[config.mk]
export PLATFORM = sky130hd
export DESIGN_NAME = vga_frame_scaler
export DESIGN_NICKNAME = d
export VERILOG_FILES = /design/src/rtl/vga_frame_scaler.sv
export SDC_FILE = /design/constraint.sdc
export NUM_CORES = 1
export LEC_CHECK = 0
export CORE_MARGIN = 10
export CORE_UTILIZATION = 50
export CTS_CLUSTER_DIAMETER = 30
export DETAILED_ROUTE_END_ITERATION = 10
export PLACE_DENSITY = 0.79
export SYNTH_ARGS = -nofsm -noshare
export SYNTH_HDL_FRONTEND = slang
export SYNTH_SLANG_ARGS = --single-unit
[constraint.sdc]
create_clock -name clk_vga -period 2.9 [get_ports clk_vga]
set_input_delay 0.58 -clock clk_vga [delete_from_list [all_inputs] [get_ports clk_vga]]
set_output_delay 0.58 -clock clk_vga [all_outputs]
set_load 0.005 [all_outputs]
[src/rtl/vga_frame_scaler.sv]
// vga_frame_scaler: frame-buffer fetch and integer upscaler for the VGA output.
// Walks the source image in row-major order with incremental counters. Each
// source pixel is repeated 2^SCALE_SHIFT times in x and y inside a window on
// the active area. RGB and syncs leave aligned after RD_LAT+2 cycles.
module vga_frame_scaler #(
   parameter int          SRC_W       = 320,
   parameter int          SRC_H       = 240,
   parameter int          SCALE_SHIFT = 2,
   parameter int          H_OFFSET    = 0,
   parameter int          V_OFFSET    = 32,
   parameter int          RD_LAT      = 1,
   parameter int          ADDR_W      = 18,
   parameter logic [11:0] BORDER      = 12'h000
) (
   input  logic              clk_vga,
   input  logic              reset_n,
   input  logic [10:0]       x_loc,
   input  logic [10:0]       y_loc,
   input  logic              h_sync_in,
   input  logic              v_sync_in,
   output logic [ADDR_W-1:0] rd_addr,
   input  logic [11:0]       rd_data,
   output logic [3:0]        RED_out,
   output logic [3:0]        GREEN_out,
   output logic [3:0]        BLUE_out,
   output logic              h_sync,
   output logic              v_sync
);

   localparam int WIN_W = SRC_W << SCALE_SHIFT;
   localparam int WIN_H = SRC_H << SCALE_SHIFT;
   localparam int LAT   = RD_LAT + 2;
   localparam int SX_W  = (SRC_W > 1) ? $clog2(SRC_W) : 1;

   localparam logic [12:0]            X_LO     = 13'(H_OFFSET);
   localparam logic [12:0]            Y_LO     = 13'(V_OFFSET);
   localparam logic [11:0]            WIN_W12  = 12'(WIN_W);
   localparam logic [11:0]            WIN_H12  = 12'(WIN_H);
   localparam logic [11:0]            X_END    = 12'(H_OFFSET + WIN_W);
   localparam logic [SX_W-1:0]        SX_LAST  = SX_W'(SRC_W - 1);
   localparam logic [SX_W-1:0]        SX_ONE   = 1;
   localparam logic [SCALE_SHIFT-1:0] SUB_ONE  = 1;
   localparam logic [ADDR_W-1:0]      ROW_STEP = ADDR_W'(SRC_W);

   logic [12:0]            x_rel, y_rel;
   logic                   in_cols, in_rows, in_win, line_end;
   logic [SCALE_SHIFT-1:0] sub_x, sub_y;
   logic [SX_W-1:0]        src_x;
   logic [ADDR_W-1:0]      row_base;
   logic [LAT-1:0]         win_pipe, hs_pipe, vs_pipe;
   logic [11:0]            rgb_q;

   // Window test by subtraction: the borrow bit flags "left of / above" the
   // window, so an offset of zero needs no always-true compare.
   assign x_rel    = {2'b00, x_loc} - X_LO;
   assign y_rel    = {2'b00, y_loc} - Y_LO;
   assign in_cols  = !x_rel[12] && (x_rel[11:0] < WIN_W12);
   assign in_rows  = !y_rel[12] && (y_rel[11:0] < WIN_H12);
   assign in_win   = in_cols && in_rows;
   // The column just past the window closes the scaled line; it is never in_win.
   assign line_end = ({1'b0, x_loc} == X_END) && in_rows;

   // Horizontal walk: issue row_base+src_x, advancing src_x every 2^SCALE_SHIFT pixels.
   always_ff @(posedge clk_vga or negedge reset_n) begin
      if (!reset_n) begin
         sub_x   <= '0;
         src_x   <= '0;
         rd_addr <= '0;
      end else if (!in_cols) begin
         sub_x <= '0;
         src_x <= '0;
      end else if (in_win) begin
         rd_addr <= row_base + ADDR_W'(src_x);
         sub_x   <= sub_x + SUB_ONE;
         if (sub_x == '1)
            src_x <= (src_x == SX_LAST) ? '0 : src_x + SX_ONE;
      end
   end

   // Vertical walk: step row_base by one source row every 2^SCALE_SHIFT lines;
   // any row outside the window (incl. vertical blanking) rewinds to the top.
   always_ff @(posedge clk_vga or negedge reset_n) begin
      if (!reset_n) begin
         sub_y    <= '0;
         row_base <= '0;
      end else if (!in_rows) begin
         sub_y    <= '0;
         row_base <= '0;
      end else if (line_end) begin
         sub_y <= sub_y + SUB_ONE;
         if (sub_y == '1)
            row_base <= row_base + ROW_STEP;
      end
   end

   // Delay line carrying window flag and syncs alongside the BRAM fetch.
   always_ff @(posedge clk_vga or negedge reset_n) begin
      if (!reset_n) begin
         win_pipe <= '0;
         hs_pipe  <= '0;
         vs_pipe  <= '0;
      end else begin
         win_pipe <= {win_pipe[LAT-2:0], in_win};
         hs_pipe  <= {hs_pipe[LAT-2:0], h_sync_in};
         vs_pipe  <= {vs_pipe[LAT-2:0], v_sync_in};
      end
   end

   // Output colour: BRAM pixel when the matching window flag arrives, else border.
   always_ff @(posedge clk_vga or negedge reset_n) begin
      if (!reset_n)
         rgb_q <= '0;
      else
         rgb_q <= win_pipe[RD_LAT] ? rd_data : BORDER;
   end

   assign RED_out   = rgb_q[11:8];
   assign GREEN_out = rgb_q[7:4];
   assign BLUE_out  = rgb_q[3:0];
   assign h_sync    = hs_pipe[LAT-1];
   assign v_sync    = vs_pipe[LAT-1];

endmodule
==> impl_metrics.ini <==
[setup_path]
cp-end-kind = flop
worst-path-buf-inv = 3
crit_end = src_x[8]
r2r_start = src_x[7]
r2r_cells = 6
arrival_ns = 2.81
r2r-end = rd_addr[13]
cpLargestDelayFamily = buffers and inverters
crit_fanout = 9
slowest_stage = clkdlybuf4s50_1
crit_cells = 9
reg2reg_slack_ns = 0.73
cp.required_ns = 3.15
crit_start = y_loc[5]
worstPathCellList = clkdlybuf4s50_1 -> inv_1 -> ha_1 -> nor3b_2 -> xnor2_1 -> a211oi_4 -> buf_4 -> or4_1 -> a31oi_1
critPathMaxStageDelay_ns = 0.52
startpoint_type = input pin
critPathKind = input pin to flop

[power_and_ir_drop]
leakagePower_uw = 0.00179
powerDensity_nw_per_um2 = 486
irDropWorstVdd_uv = 381

[logic_synthesis]
syn_area_sq_um = 3110
ys.flop_type = dfrtp_1
synth-edff-count = 0
ys_ff_latch = 63
syn_avg_cell_area_sq_um = 11.1
synthArstFlopShare_pct = 100
synth_cells = 279
synth_top_area_share_pct = 50.7
synth_warnings = 0
ys_top_cells_by_area = dfrtp_1 (51%), xnor2_1 (5.1%), ha_1 (3.6%)
post-synth-top-area-cell = dfrtp_1
synth_seq_area_share_pct = 50.7
synth_cell_type_count = 55
synth_nets = 326

[clock_network]
cts_sinks = 63
cts-root-buf = clkbuf_8
cts_buffers = 9
cts_max_level = 3
cts_resized = 0
clk_path_buf_depth = 2
postCtsSetupBuffers = 0
clk-insertion-delay-late_ns = 0.34
cts_hold_buffers = 0
cts_tree = built
clk_pin_slew_worst_paths_ns = 0.06

[cells_and_area]
fillers = 444
diodes = 0
fin_util_pct = 67.9
stdcell_count = 430
drive_gt1_share_pct = 14.4
final_nets = 397
layout_common_cells = dfrtp_1 (63), clkdlybuf4s50_1 (63), xnor2_1 (18), nor2_1 (18), nand2_1 (15)
design_area_sq_um = 4070
syn2layout_area_growth_pct = 30.9

[detailed_routing]
drtIter0Drc = 137
drc = 0
via_per_inst = 5.48
first_pass_iters = 4
vias = 2358
avgRoutedWirePerCell_um = 16.0
detail-route-antenna-nets = 0
drt_wl_total_um = 6880

[global_route]
grt_use_total_pct = 14.7
grt_max_degree = 45
grt_pass1_vias = 2526
grt_pass1_wl_um = 11800
antenna_found_initial = 0
grt-ovfl-total = 0

[place]
gp_congestion = 0.836
port_buffers = 64
dp_cells = 414
pre_cts_slack_ns = -0.00251
place_area_sq_um = 3840
dp_hpwl_um = 5020

[timing]
clock_skew_ns = 0.00629
slew_violations = 0
rsz0062_at_grt = false
fmax_mhz = 391
setup_viol = 0
setup_slack_ns = 0.344
slew_headroom_pct = 35.3
period_needed_ns = 2.56
timing.final.hold_violations = 0
tightestPinTransition_ns = 0.971
finalCritPeriodShare_pct = 88.1
fin_setup_tns_ns = 0

[run_status]
outcome = finished clean

[floorplan]
core_sq_um = 5990
ios = 70
die_h_um = 98.9
start_util_pct = 51.9
num_rows = 28
fp.dieW_um = 98.9
design.die.area_sq_um = 9770

[worst_hold_path]
hold_path.class = flop to flop

[flow_run]
max_cap_violations = 0
[flip-flops by register name, indices dropped and copies added, names as in the netlist]
name,flops
hs_pipe,3
rd_addr,18
rgb_q,12
row_base,12
src_x,9
sub_x,2
sub_y,2
vs_pipe,3
win_pipe,2
[worst reg2reg max path: stages (launching register included)]
cell	delay [ns]
dfrtp_1	0.44
ha_1	0.37
a21o_1	0.14
a21o_1	0.24
or3b_2	0.48
xnor2_1	0.14
mux2_2	0.26
[worst min path at each step]
stage,from,to,slack (ns),cells past startpoint
2_1_floorplan,reset_n,hs_pipe[0],0.28,0
3_3_place_gp,hs_pipe[0],hs_pipe[1],0.33,0
3_5_place_dp,vs_pipe[1],vs_pipe[2],0.34,0
5_1_grt,vs_pipe[1],vs_pipe[2],0.36,0
4_1_cts,vs_pipe[1],vs_pipe[2],0.35,0
6_report,vs_pipe[1],vs_pipe[2],0.35,0
[cells in the mapped netlist (2+ instances only)]
master	instances
a21o_1	2
a21oi_1	8
a31oi_1	9
and2_1	12
and3_1	2
and4_1	2
buf_2	7
clkbuf_1	4
dfrtp_1	63
ha_1	9
inv_1	6
mux2_2	9
mux2_4	5
mux2i_1	4
nand2_1	15
nand2b_1	2
nand3_1	9
nand3b_1	2
nand4_1	6
nor2_1	18
nor2b_1	2
nor3_1	4
nor4_1	5
nor4b_1	3
o21a_1	3
o21ai_0	10
o31ai_1	2
or3_1	5
or4_1	4
xnor2_1	18
xor2_1	5
[power breakdown]
part           total (uW)  internal [uW]  switching [uW]
clock network         835            513             322
registers             929            911            18.3
logic                 214            120            93.7
total                1980           1540             434
[stage by stage]
step	total power [uW]	hold slack (ns)
2_1_floorplan	1020	0.284
3_3_place_gp	1160	0.333
3_5_place_dp	1160	0.340
4_1_cts	2010	0.355
5_1_grt	2060	0.357
6_report	1980	0.352
[logic make-up after synthesis]
| kind of cell | count (synthesis) | synth area share (%) |
|---|---|---|
| AO/OA/AOI/OAI | 46 | 10.1 |
| XOR/XNOR | 23 | 6.48 |
| adder cells (fa/ha/maj) | 9 | 3.62 |
| buffers and inverters | 19 | 3.18 |
| flip-flops | 63 | 50.7 |
| multiplexers | 18 | 6.96 |
| other | 1 | 0.121 |
| AND/OR/NAND/NOR | 100 | 18.8 |
[layout make-up]
cell class	instances	area, sq um	share of cell area (%)
inverters	6	22.5	0.553
clock buffers	14	193	4.73
flip-flops and latches	63	1580	38.7
clock inverters	2	35.0	0.861
multi-input cells	197	1430	35.2
well taps	75	93.8	2.31
repair buffers	73	716	17.6
[metal layers]
metal	GRT usage, %	wire, um	part of all wire [%]
met2	25.6	3580	52
met1	16.0	2790	41
met4	3.97	78	1.1
met5	0	0	0
met3	5.87	429	6.2
Note: power is estimated with default switching activity, not from simulation.
